`src/rtl/alu_req_arbiter.sv`:
```
// ---------------------------------------------------------------------------
// alu_req_arbiter
//
// Two-port request arbiter and sequencer for the shared 16-bit ALU_TOP
// datapath. Two requesters submit {A, B, ALU_FUN} operations over
// valid/ready handshakes. The block grants the datapath round-robin, drives
// the ALU inputs, and captures the registered unit result selected by
// ALU_FUN[3:2]. It returns that result over one valid/ready response channel.
//
// Ports
//   CLK, RST                      clock, asynchronous active-low reset
//   req0_* / req1_*               valid, ready (comb grant), a, b, fun
//   alu_a, alu_b, alu_fun         registered operands/function to ALU_TOP
//   arith/logic/cmp/shift_out     unit results from ALU_TOP
//   carry_in                      ALU_TOP carry out
//   arith/logic/cmp/shift_flag    unit-valid flags from ALU_TOP
//   rsp_valid, rsp_ready          response handshake
//   rsp_id, rsp_data, rsp_carry, rsp_err  response payload
//   busy                          high whenever an operation is in flight
// ---------------------------------------------------------------------------
module alu_req_arbiter #(
  parameter int WIDTH = 16
) (
  input  logic             CLK,
  input  logic             RST,

  input  logic             req0_valid,
  output logic             req0_ready,
  input  logic [WIDTH-1:0] req0_a,
  input  logic [WIDTH-1:0] req0_b,
  input  logic [3:0]       req0_fun,

  input  logic             req1_valid,
  output logic             req1_ready,
  input  logic [WIDTH-1:0] req1_a,
  input  logic [WIDTH-1:0] req1_b,
  input  logic [3:0]       req1_fun,

  output logic [WIDTH-1:0] alu_a,
  output logic [WIDTH-1:0] alu_b,
  output logic [3:0]       alu_fun,

  input  logic [WIDTH-1:0] arith_out,
  input  logic [WIDTH-1:0] logic_out,
  input  logic [WIDTH-1:0] cmp_out,
  input  logic [WIDTH-1:0] shift_out,
  input  logic             carry_in,
  input  logic             arith_flag,
  input  logic             logic_flag,
  input  logic             cmp_flag,
  input  logic             shift_flag,

  output logic             rsp_valid,
  input  logic             rsp_ready,
  output logic             rsp_id,
  output logic [WIDTH-1:0] rsp_data,
  output logic             rsp_carry,
  output logic             rsp_err,

  output logic             busy
);

  typedef enum logic [1:0] {
    IDLE = 2'd0,
    EXEC = 2'd1,
    CAPT = 2'd2,
    RESP = 2'd3
  } state_t;

  localparam logic [1:0] CLASS_ARITH = 2'b00;
  localparam logic [1:0] CLASS_LOGIC = 2'b01;
  localparam logic [1:0] CLASS_CMP   = 2'b10;
  localparam logic [1:0] CLASS_SHIFT = 2'b11;

  state_t state;
  state_t state_nxt;

  logic             last_id;
  logic             cur_id;
  logic             win_any;
  logic             win_id;
  logic             grant;
  logic [WIDTH-1:0] sel_data;
  logic             sel_flag;
  logic             sel_carry;

  // Winner selection. On a tie the requester that was not served last wins,
  // which makes grants strictly alternate under continuous contention.
  always_comb begin
    win_any = req0_valid | req1_valid;
    win_id  = 1'b0;
    if (req0_valid && req1_valid) begin
      win_id = ~last_id;
    end else if (req1_valid) begin
      win_id = 1'b1;
    end
  end

  // A grant can only happen in IDLE; RESP always returns to IDLE first, so
  // a request arriving alongside response acceptance waits one cycle.
  assign grant = (state == IDLE) && win_any;

  // State register.
  always_ff @(posedge CLK or negedge RST) begin
    if (!RST) begin
      state <= IDLE;
    end else begin
      state <= state_nxt;
    end
  end

  // Next-state logic: EXEC and CAPT are fixed single-cycle steps that line up
  // with the one-cycle registered latency inside ALU_TOP.
  always_comb begin
    state_nxt = state;
    unique case (state)
      IDLE: if (grant)     state_nxt = EXEC;
      EXEC:                state_nxt = CAPT;
      CAPT:                state_nxt = RESP;
      RESP: if (rsp_ready) state_nxt = IDLE;
      default:             state_nxt = IDLE;
    endcase
  end

  // Output logic. Ready is gated by RST so that no handshake completes while
  // the block is held in reset, even though the state already reads IDLE.
  always_comb begin
    req0_ready = 1'b0;
    req1_ready = 1'b0;
    if (RST && grant) begin
      req0_ready = ~win_id;
      req1_ready = win_id;
    end
    busy = (state != IDLE);
  end

  // Result selection by unit class. Only the selected unit's flag is looked
  // at, so undriven or unknown flags of the other units cannot leak into
  // the error bit. Carry is meaningful only for the arithmetic unit.
  always_comb begin
    sel_data  = arith_out;
    sel_flag  = arith_flag;
    sel_carry = 1'b0;
    unique case (alu_fun[3:2])
      CLASS_ARITH: begin
        sel_data  = arith_out;
        sel_flag  = arith_flag;
        sel_carry = carry_in;
      end
      CLASS_LOGIC: begin
        sel_data  = logic_out;
        sel_flag  = logic_flag;
      end
      CLASS_CMP: begin
        sel_data  = cmp_out;
        sel_flag  = cmp_flag;
      end
      CLASS_SHIFT: begin
        sel_data  = shift_out;
        sel_flag  = shift_flag;
      end
      default: begin
        sel_data  = arith_out;
        sel_flag  = arith_flag;
      end
    endcase
  end

  // Request-side registers. Operands are sampled only on the grant edge and
  // otherwise hold, so ALU_TOP sees stable inputs through EXEC and CAPT.
  // last_id resets to 1 so that requester 0 wins the very first tie.
  always_ff @(posedge CLK or negedge RST) begin
    if (!RST) begin
      alu_a   <= '0;
      alu_b   <= '0;
      alu_fun <= 4'd0;
      cur_id  <= 1'b0;
      last_id <= 1'b1;
    end else if (grant) begin
      alu_a   <= win_id ? req1_a   : req0_a;
      alu_b   <= win_id ? req1_b   : req0_b;
      alu_fun <= win_id ? req1_fun : req0_fun;
      cur_id  <= win_id;
      last_id <= win_id;
    end
  end

  // Response registers. The payload is loaded once at the end of CAPT and
  // then frozen for however long the consumer stalls in RESP.
  always_ff @(posedge CLK or negedge RST) begin
    if (!RST) begin
      rsp_valid <= 1'b0;
      rsp_id    <= 1'b0;
      rsp_data  <= '0;
      rsp_carry <= 1'b0;
      rsp_err   <= 1'b0;
    end else begin
      if (state == CAPT) begin
        rsp_valid <= 1'b1;
        rsp_id    <= cur_id;
        rsp_data  <= sel_data;
        rsp_carry <= sel_carry;
        rsp_err   <= ~sel_flag;
      end else if (state == RESP && rsp_ready) begin
        rsp_valid <= 1'b0;
      end
    end
  end

endmodule
```
`config.mk`:
```
export PLATFORM = sky130hd
export DESIGN_NAME = alu_req_arbiter
export DESIGN_NICKNAME = d
export VERILOG_FILES = /design/src/rtl/alu_req_arbiter.sv
export SDC_FILE = /design/constraint.sdc
export NUM_CORES = 1
export LEC_CHECK = 0
export ABC_AREA = 1
export CORE_MARGIN = 8
export CORE_UTILIZATION = 38
export CTS_BUF_LIST = sky130_fd_sc_hd__clkbuf_4 sky130_fd_sc_hd__clkbuf_8
export DETAILED_ROUTE_END_ITERATION = 10
export PLACE_DENSITY = 0.77
export SYNTH_ARGS = -nofsm -noshare
export SYNTH_HDL_FRONTEND = slang
export SYNTH_SLANG_ARGS = --single-unit
```
`constraint.sdc`:
```
create_clock -name CLK -period 3.19 [get_ports CLK]
set_input_delay 0.957 -clock CLK [delete_from_list [all_inputs] [get_ports CLK]]
set_output_delay 0.957 -clock CLK [all_outputs]
set_load 0.005 [all_outputs]
```
==> run summary <==
number of flops mapped to enable cells by yosys: 0
placed cells: 825
routability cong.: 0.937
Synth-to-Final Area Change: 55.3%
clk slew on worst S/H paths: 0.06 ns
Slew @ Worst Pin: 1.06 ns
final core occ: 0.604
gr usage total: 0.181
Critical Path Fanout Max: 2
final wirelength: 13.0 mm
Syn Nets: 656
CTS tree: done
endpoints failing setup: 0
Vias/cell: 4.71
Critical Path, Cell by Cell: clkdlybuf4s50_1 > inv_2 > a21oi_4 > nand2_1 > nor2_1 > dlygate4sd2_1
status: finished, final reports clean
post-detailed-route count of antenna-violating nets: 0
Setup TNS: 0 ns
Top Ports: 205
clock period minus worst slack: 3.07 ns
cell family with most CP delay: buffers and inverters
Yosys top cell by area: dfrtp_1
CTS buffer count: 9
grt ovf: 0
Post-DP HPWL: 9.84 mm
Yosys warnings: 0
DIE HEIGHT: 119 µm
Synth top area share: 0.370
crit path DAT: 2.12 ns
CTS Sinks: 60
asr flop ratio synth: 1.00
H-tree depth: 3
Slew Limit Headroom: 0.289
starting DRC count in detailed routing: 212
Slew Limit Fails: 0
first-pass GRT wire length: 20.8 mm
Final Hold Violating Endpoints: 0
clk_skew: 0.00946 ns
Crit path largest cell delay: 0.51 ns
sequential area share after synthesis: 0.376
Peak supply drop: 0.000422 V
WS Path Type: in -> out
hold_ws: 0.476 ns
largest net degree at the start of global routing: 75
crit path buf inv count: 3
fmax: 325 MHz
period utilization: 0.963
hold buffers post-CTS: 0
post-synth cell types: 25
DR pass1 iterations: 4
share of cells above drive strength 1: 0.149
DRC: 0
leakage: 2.90 nW
cell with the most instances after synthesis: nand2_1
top cells by area, synth: dfrtp_1 (37%), nand2_1 (9.8%), inv_1 (8.8%)
Cell Area, Synth: 0.00400 mm²
Post-synth top flop: dfrtp_1
Hold Crit Class: reg -> reg
Starting Density: 0.389
syn_area_per_cell: 7.90 µm²
CTS Buffer Depth: 2
initial antenna violation count: 1
clock latency on the worst-skew pair: 0.33 ns
total die area: 0.0141 mm²
max-cap viol count: 0
vias after detailed routing: 3962
Setup crit start kind: input port
vias in the first global route: 4015
Final Net Count: 850
unrepaired setup endpoints after global routing: no
pre-CTS WS: -0.158 ns
power per cell area: 753 mW/mm²
fin worst setup slack: 0.117 ns
Non-Filler Instances: 841
Mapped Cells: 506
root buffer cell: clkbuf_8
WP data required: 2.23 ns
I/O Buffers: 204
Crit-path slowest cell: clkdlybuf4s50_1
cell row count: 37
per-cell routed wire length: 15.4 µm
core area: 0.0103 mm²
Post-synth top cells: nand2_1 (104), inv_1 (94), dfrtp_1 (59)
Worst setup EP type: primary output
Seq cells post-synth: 60
Die Span X: 119 µm
registers in the layout, summed over array words and instances (netlist names):
signal and count:
alu_a 16, alu_b 16, alu_fun 4, cur_id 1, last_id 1, rsp_carry 1
rsp_data 16, rsp_err 1, rsp_id 1, rsp_valid 1, state 2
metrics by stage:
step	total power (W)	instance area (µm²)
floorplan	0.00297	4000
global placement	0.00408	6050
detailed placement	0.00414	6050
CTS	0.00473	6200
global route	0.00508	6210
finish	0.00467	6210
worst min-delay path: cells and delay by family, from the launching register on:
family           cells  cell delay, ns
and+or+nand+nor      2            0.10
DFF                  1            0.34
layout by cell type, fill, tap and decap left out:
cell / instances
clkinvlp_4: 2
nor2_1: 5
o21bai_1: 16
clkbuf_4: 1
nand2_1: 104
inv_1: 94
clkinv_2: 3
diode_2: 1
nand3_2: 27
a21oi_1: 17
ha_1: 4
nand2_2: 12
inv_4: 1
inv_2: 5
nand3b_1: 36
dfstp_2: 1
o21ai_1: 8
o21ai_0: 2
o21ai_2: 30
dfrtp_1: 59
buf_4: 11
nor2_4: 1
dlygate4sd2_1: 3
clkbuf_8: 9
clkdlybuf4s50_1: 200
nand3_1: 51
buf_2: 1
a21oi_4: 1
final timing paths:
| check | startpoint | to | slack (ns) | cells after the start |
|---|---|---|---|---|
| max | req0_valid | req1_ready | 0.12 | 6 |
| min | rsp_valid | rsp_valid | 0.48 | 2 |
| max reg2reg | state[0] | alu_fun[2] | 1.01 | 7 |
| min reg2reg | rsp_valid | rsp_valid | 0.48 | 2 |
| max in group asynchronous | RST | alu_fun[3] | 1.86 | 2 |
| min in group asynchronous | RST | alu_a[10] | 0.82 | 2 |
cells by family (layout without fill, tap and decap cells):
family                   Yosys count  after routing  synth area share
buffers and inverters            132            330             0.156
AND/OR/NAND/NOR                  236            236             0.323
flip-flops                        60             60             0.376
other                              0              1                 0
AO/OA/AOI/OAI                     74             74             0.132
adder cells (fa/ha/maj)            4              4            0.0125
report_power, final:
part	internal, W	switching (W)	total [W]
combinational	0.00135	0.00139	0.00274
sequential	0.00115	0.000204	0.00136
clock	0.000282	0.000292	0.000574
total	0.00279	0.00189	0.00467
repair_timing:
item                       CTS  global route
setup buffers                0             0
setup endpoints to repair    2             0
gates resized for setup      3             0
area by class of cell:
class	count	area, µm²
inverters	100	378
flip-flops and latches	60	1500
well taps	136	170
repair buffers	215	2120
clock inverters	5	30.0
fillers	959	4070
diodes	1	2.50
clock buffers	10	131
multi-input cells	314	1880
metal layers:
layer | track usage | wire [µm] | up-vias
met2 | 0.315 | 6530 | 126
met5 | 0 | 0 | -
met3 | 0.0500 | 766 | 31
li1 | - | - | 1977
met1 | 0.197 | 5150 | 1828
met4 | 0.101 | 533 | 0
No activity file was read; power rests on OpenSTA's default activity.
